File: src/rtl/message_tx_controller_pkg.sv
// Shared definitions for the outgoing-message controller: FSM state encoding,
// ASCII codes, buffer geometry, timeout sizing and the slot position helper.
package message_tx_controller_pkg;

   localparam int MSG_CHARS      = 16;
   localparam int MSG_W          = 8 * MSG_CHARS;
   localparam int COUNT_W        = 5;
   localparam int TIMEOUT_CYCLES = 64;
   localparam int TO_W           = $clog2(TIMEOUT_CYCLES);

   localparam logic [7:0]         DEL_CODE   = 8'd127;
   localparam logic [7:0]         FILL_CODE  = 8'd32;
   localparam logic [COUNT_W-1:0] COUNT_FULL = 5'd16;
   localparam logic [COUNT_W-1:0] COUNT_ZERO = 5'd0;
   localparam logic [TO_W-1:0]    TO_LAST    = TO_W'(TIMEOUT_CYCLES - 1);

   typedef enum logic [1:0] {
      ST_EDIT      = 2'd0,
      ST_ARM       = 2'd1,
      ST_WAIT_DONE = 2'd2,
      ST_CLEAR     = 2'd3
   } state_e;

   // Char k lives at [127-8k -: 8], i.e. its LSB is at 8*(15-k); for a 4-bit
   // slot index 15-k is simply the bitwise inverse of k.
   function automatic logic [6:0] slot_lsb(input logic [3:0] k);
      return {~k, 3'b000};
   endfunction

endpackage

File: src/rtl/message_tx_controller_char_buffer.sv
// Sixteen-slot ASCII message buffer: appends at the fill point, deletes the last
// character, bulk-clears to spaces, and reports count / full / empty.
module message_tx_controller_char_buffer
   import message_tx_controller_pkg::*;
(
   input  logic               clock,
   input  logic               RESETN,
   input  logic               wr_en,
   input  logic [7:0]         wr_data,
   input  logic               del_en,
   input  logic               clr_en,
   output logic [MSG_W-1:0]   slots,
   output logic [COUNT_W-1:0] count,
   output logic               full,
   output logic               empty
);

   logic [MSG_W-1:0]   slots_r;
   logic [COUNT_W-1:0] count_r;
   logic [3:0]         wr_idx_s;
   logic [3:0]         del_idx_s;

   assign wr_idx_s  = count_r[3:0];
   assign del_idx_s = count_r[3:0] - 4'd1;

   assign slots = slots_r;
   assign count = count_r;
   assign full  = (count_r == COUNT_FULL);
   assign empty = (count_r == COUNT_ZERO);

   // Slot storage and fill count; clear has priority, writes/deletes are guarded by full/empty.
   always_ff @(posedge clock or negedge RESETN) begin
      if (!RESETN) begin
         slots_r <= {MSG_CHARS{FILL_CODE}};
         count_r <= COUNT_ZERO;
      end else if (clr_en) begin
         slots_r <= {MSG_CHARS{FILL_CODE}};
         count_r <= COUNT_ZERO;
      end else if (wr_en && !full) begin
         slots_r[slot_lsb(wr_idx_s) +: 8] <= wr_data;
         count_r <= count_r + 5'd1;
      end else if (del_en && !empty) begin
         slots_r[slot_lsb(del_idx_s) +: 8] <= FILL_CODE;
         count_r <= count_r - 5'd1;
      end else begin
         slots_r <= slots_r;
         count_r <= count_r;
      end
   end

endmodule

File: src/rtl/message_tx_controller.sv
// Outgoing-message controller: edits the message buffer from the ASCII path,
// then runs the data_ready/done handshake with gpio_protocol, with a timeout
// that aborts back to editing while keeping the buffer for a retry.
module message_tx_controller
   import message_tx_controller_pkg::*;
(
   input  logic               clock,
   input  logic               RESETN,
   input  logic               char_valid,
   input  logic [7:0]         char_in,
   input  logic               send_req,
   input  logic               tx_done,
   output logic               tx_data_ready,
   output logic [MSG_W-1:0]   message_out,
   output logic [COUNT_W-1:0] char_count,
   output logic               busy,
   output logic               char_drop,
   output logic               tx_error
);

   state_e             state_r, state_nxt_s;
   logic [TO_W-1:0]    to_cnt_r, to_cnt_nxt_s;
   logic               tx_data_ready_r, tdr_nxt_s;
   logic               char_drop_r, drop_nxt_s;
   logic               tx_error_r, err_nxt_s;
   logic               busy_r;

   logic               buf_wr_s, buf_del_s, buf_clr_s;
   logic               buf_full_s, buf_empty_s;
   logic [COUNT_W-1:0] buf_count_s;

   logic               is_del_s, wr_ok_s, del_ok_s, send_go_s;
   logic [COUNT_W-1:0] count_after_s;

   message_tx_controller_char_buffer u_buffer (
      .clock   (clock),
      .RESETN  (RESETN),
      .wr_en   (buf_wr_s),
      .wr_data (char_in),
      .del_en  (buf_del_s),
      .clr_en  (buf_clr_s),
      .slots   (message_out),
      .count   (buf_count_s),
      .full    (buf_full_s),
      .empty   (buf_empty_s)
   );

   assign char_count    = buf_count_s;
   assign tx_data_ready = tx_data_ready_r;
   assign char_drop     = char_drop_r;
   assign tx_error      = tx_error_r;
   assign busy          = busy_r;

   // Classify the incoming char and predict the count it leaves, so a same-cycle send sees it.
   always_comb begin
      is_del_s = (char_in == DEL_CODE);
      wr_ok_s  = char_valid && !is_del_s && !buf_full_s;
      del_ok_s = char_valid && is_del_s && !buf_empty_s;
      if (wr_ok_s) begin
         count_after_s = buf_count_s + 5'd1;
      end else if (del_ok_s) begin
         count_after_s = buf_count_s - 5'd1;
      end else begin
         count_after_s = buf_count_s;
      end
      send_go_s = send_req && (count_after_s != COUNT_ZERO);
   end

   // State, timeout counter and all registered 1-bit outputs.
   always_ff @(posedge clock or negedge RESETN) begin
      if (!RESETN) begin
         state_r         <= ST_EDIT;
         to_cnt_r        <= '0;
         tx_data_ready_r <= 1'b0;
         char_drop_r     <= 1'b0;
         tx_error_r      <= 1'b0;
         busy_r          <= 1'b0;
      end else begin
         state_r         <= state_nxt_s;
         to_cnt_r        <= to_cnt_nxt_s;
         tx_data_ready_r <= tdr_nxt_s;
         char_drop_r     <= drop_nxt_s;
         tx_error_r      <= err_nxt_s;
         busy_r          <= (state_nxt_s != ST_EDIT);
      end
   end

   // Next-state selection; tx_done is tested before the timeout so it wins a tie.
   always_comb begin
      state_nxt_s = state_r;
      case (state_r)
         ST_EDIT: begin
            if (send_go_s) begin
               state_nxt_s = ST_ARM;
            end else begin
               state_nxt_s = ST_EDIT;
            end
         end
         ST_ARM: begin
            state_nxt_s = ST_WAIT_DONE;
         end
         ST_WAIT_DONE: begin
            if (tx_done) begin
               state_nxt_s = ST_CLEAR;
            end else if (to_cnt_r == TO_LAST) begin
               state_nxt_s = ST_EDIT;
            end else begin
               state_nxt_s = ST_WAIT_DONE;
            end
         end
         ST_CLEAR: begin
            if (!tx_done) begin
               state_nxt_s = ST_EDIT;
            end else begin
               state_nxt_s = ST_CLEAR;
            end
         end
         default: begin
            state_nxt_s = ST_EDIT;
         end
      endcase
   end

   // Per-state buffer commands and next values of the registered outputs and timeout counter.
   always_comb begin
      buf_wr_s     = 1'b0;
      buf_del_s    = 1'b0;
      buf_clr_s    = 1'b0;
      drop_nxt_s   = 1'b0;
      err_nxt_s    = 1'b0;
      tdr_nxt_s    = 1'b0;
      to_cnt_nxt_s = to_cnt_r;
      case (state_r)
         ST_EDIT: begin
            buf_wr_s   = wr_ok_s;
            buf_del_s  = del_ok_s;
            drop_nxt_s = char_valid && !is_del_s && buf_full_s;
         end
         ST_ARM: begin
            tdr_nxt_s    = 1'b1;
            to_cnt_nxt_s = '0;
            drop_nxt_s   = char_valid;
         end
         ST_WAIT_DONE: begin
            drop_nxt_s = char_valid;
            if (tx_done) begin
               tdr_nxt_s = 1'b0;
            end else if (to_cnt_r == TO_LAST) begin
               tdr_nxt_s = 1'b0;
               err_nxt_s = 1'b1;
            end else begin
               tdr_nxt_s    = 1'b1;
               to_cnt_nxt_s = to_cnt_r + TO_W'(1);
            end
         end
         ST_CLEAR: begin
            buf_clr_s  = 1'b1;
            drop_nxt_s = char_valid;
         end
         default: begin
            buf_clr_s = 1'b0;
         end
      endcase
   end

endmodule

File: config.mk
export PLATFORM = sky130hd
export DESIGN_NAME = message_tx_controller
export DESIGN_NICKNAME = d
export VERILOG_FILES = /design/src/rtl/message_tx_controller_pkg.sv /design/src/rtl/message_tx_controller_char_buffer.sv /design/src/rtl/message_tx_controller.sv
export SDC_FILE = /design/constraint.sdc
export NUM_CORES = 1
export LEC_CHECK = 0
export CAP_MARGIN = 20
export CORE_MARGIN = 5
export CORE_UTILIZATION = 50
export CTS_CLUSTER_SIZE = 28
export DETAILED_ROUTE_END_ITERATION = 7
export PLACE_DENSITY = 0.88
export SLEW_MARGIN = 20
export SYNTH_ARGS = -nofsm -noshare
export SYNTH_HDL_FRONTEND = slang
export SYNTH_SLANG_ARGS = --single-unit
File: constraint.sdc
create_clock -name clock -period 4.4 [get_ports clock]
set_input_delay 0.88 -clock clock [delete_from_list [all_inputs] [get_ports clock]]
set_output_delay 0.88 -clock clock [all_outputs]
set_load 0.005 [all_outputs]
==> impl_metrics.toml <==
[grt]
grt.total_usage = 0.2705
grt_max_degree = 90
grt_pass1_wl_um = 34030
grt_most_used_layer = "met2"
grt_antenna_before_repair = 1
met1_usage = 0.3722
globalRouteMet2Util = 0.4122
gr-usage-met3 = 0.07451
grt_overflow = 0
grt_pass1_vias = 5953

[cts]
postCtsSetupRepairBufs = 0
htreeDepth = 4
clock-sinks = 145
worstSkewPairLatency_ns = 0.43
path_clk_slew_ns = 0.06
cts-resized-gates = 0
cts-root-buf = "clkbuf_16"
cts_tree = "done"
ctsHoldBuffers = 0
clk_path_buf_depth = 2
cts_buffers = 17

[setup_path]
path_class = "reg2reg"
critPathCaptureType = "flop"
start_kind = "flop"
cp_max_fo = 21
worstPathRequired_ns = 4.70
cp.arrival_ns = 3.88
r2r_setup_slack_ns = 0.81

[timing]
slew_violations = 0
tightest_slew_ns = 0.7961
tns_ns = 0
hold_violations = 0
fmax_mhz = 278.9
setup_viol = 0
layout_min_cycle_time_ns = 3.585
skew_ns = 0.008993
relSlewSlack = 0.4693
rsz0062_at_grt = "false"
period_share = 0.8148

[yosys]
synth_xor_area_frac = 0.01040
synth.avg_cell_area_um2 = 11.54
synthDistinctLibCells = 75
synth_fp_nets = 609
synth_edf_count = 0
ys_async_sr_fraction = 1.000
synth_area_um2 = 6739
seq_area_frac_synth = 0.5414
synth.ff_latch_count = 145
synth_top_family_by_area = "compound AO/OA/AOI/OAI gates"
synth_mux_area_frac = 0.007798
synth-compound-area-share = 0.2534
ys.flop_type = "dfrtp_1"
synth_fa_ha_area_frac = 0.02228
syn_inst = 584
yosys_warnings = 0
yosys.area_share.simple = 0.1283

[layout]
mostFrequentLayoutCells = "clkdlybuf4s50_1, dfrtp_1, a22o_1, nor2_1, nand2_1"
final_nets = 759
antenna_cells = 0
syn_to_final_growth_pct = 33.79
final_common_cell = "clkdlybuf4s50_1"
drive_gt1_frac = 0.1205

[power_and_ir_drop]
vdd_drop_max_v = 0.0003121
power_density_nw_per_um2 = 657.8
swShare = 0.3759
finalPower_mw = 5.931
p_comb_frac = 0.415
switchingPower_mw = 2.229
p_seq_frac = 0.337
power_leakage_nw = 3.977
p_int_mw = 3.701
pwr-share-clk = 0.249

[floorplan]
start_util = 0.5089
ios = 150
dieWidth_um = 126.1
std_cell_rows = 42
die_height_um = 126.1
core_um2 = 13240
die_area_um2 = 15900

[drt]
drtIter0Drc = 766
wl_um = 21390
drtAntennaViolNets = 0
wl_per_cell_um = 23.17
drtPass1Iterations = 7
remaining_drc_errors = 0
avgViaCountPerCell = 6.360
vias = 5870

[run]
maxCapViolCount = 0

[min_path]
hp-class = "reg2reg"

[placed_design]
io_buffers = 149
dp_hpwl_um = 14450
gp_congestion = 0.9818

[status]
status = "finished, final reports clean"
==> path summary, 6_finish.rpt <==
kind,from,to,depth (start not counted)
min,u_buffer.slots[77],u_buffer.slots[77],2
min reg2reg,u_buffer.slots[77],u_buffer.slots[77],2
min in group asynchronous,RESETN,to_cnt_r[1],1
max reg2reg,u_buffer.count[0],u_buffer.slots[89],9
max in group asynchronous,RESETN,u_buffer.slots[69],2
max,u_buffer.count[0],u_buffer.slots[89],9
==> power by group through the flow <==
stage                     clock network [mW]  logic (mW)  registers, mW
after floorplan                            0        1.30           1.95
after global placement                     0        2.36           1.99
after detailed placement                   0        2.41           2.00
after CTS                               1.48        2.43           1.99
after global routing                    1.56        2.63           2.03
final                                   1.47        2.46           2.00
==> per-stage QoR <==
step | hold WS (ns) | util | std cells | cell area [um2] | worst slack, ns
detailed placement | 0.4608 | 0.6359 | 891 | 8421 | 0.9699
CTS | 0.4715 | 0.6808 | 923 | 9016 | 0.9458
finish | 0.4702 | 0.6808 | 923 | 9016 | 0.8149
global placement | 0.4595 | 0.6359 | 891 | 8421 | 0.9804
global route | 0.4893 | 0.6808 | 923 | 9016 | 0.6711
floorplan | 0.4488 | - | 584 | 6739 | 1.686
==> logic make-up (layout without fill, tap and decap cells) <==
logic type / count (synthesis) / in the layout
AND/OR/NAND/NOR: 157 / 157
buffers and inverters: 61 / 224
XOR/XNOR: 8 / 8
multiplexers: 5 / 5
flip-flops: 145 / 145
AO/OA/AOI/OAI: 196 / 196
adder cells (fa/ha/maj): 12 / 12
==> layer usage <==
metal | wire length, um | share of wire
met4 | 737 | 0.034
met1 | 8664 | 0.41
met5 | 0 | 0
met3 | 2047 | 0.096
met2 | 9939 | 0.46
==> critical path, cell delays in order, from the launching register on <==
cell	delay (ns)
dfrtp_1	0.33
buf_4	0.26
inv_1	0.22
ha_1	0.63
and4bb_2	0.29
a211oi_2	0.38
nor3_1	0.18
nor2_2	0.41
a31oi_2	0.31
a221o_1	0.44
==> synth_stat cells, types with 3 or more instances <==
library cell | instances | area share
a22o_1 | 94 | 0.12
nor2_1 | 49 | 0.027
clkbuf_1 | 18 | 0.010
inv_1 | 29 | 0.016
and2_1 | 5 | 0.0046
nand3_1 | 12 | 0.0089
nand4_1 | 4 | 0.0037
o21ai_0 | 18 | 0.013
dfstp_2 | 16 | 0.062
a221o_1 | 7 | 0.010
nand2b_1 | 8 | 0.0074
o31ai_1 | 3 | 0.0033
nor3_1 | 7 | 0.0052
nand2_1 | 32 | 0.018
o21a_1 | 4 | 0.0045
xor2_1 | 3 | 0.0039
buf_2 | 11 | 0.0082
a311oi_4 | 5 | 0.019
a22oi_1 | 14 | 0.016
dfrtp_1 | 129 | 0.48
ha_1 | 12 | 0.022
xnor2_1 | 5 | 0.0065
nor2b_1 | 3 | 0.0028
o2bb2ai_1 | 3 | 0.0039
mux2i_1 | 3 | 0.0045
a21oi_1 | 16 | 0.012
and3_1 | 10 | 0.0093
o21ai_1 | 4 | 0.0030
==> flip-flops by register name (all words and copies together) (netlist names) <==
| name | count |
|---|---|
| busy | 1 |
| char_drop | 1 |
| state_r | 2 |
| to_cnt_r | 6 |
| tx_data_ready | 1 |
| tx_error | 1 |
| u_buffer.count | 5 |
| u_buffer.slots | 128 |
==> area by class of cell <==
type                       instances  area, um2
clock buffer                      18      429.2
clock inverter                    14      166.4
fill                             951       4227
inverter                          29      108.9
multi-input combinational        378       2845
sequential                       145       3649
tap                              176      220.2
timing repair buffer             163       1598
Power figures use the tool's default switching activity.
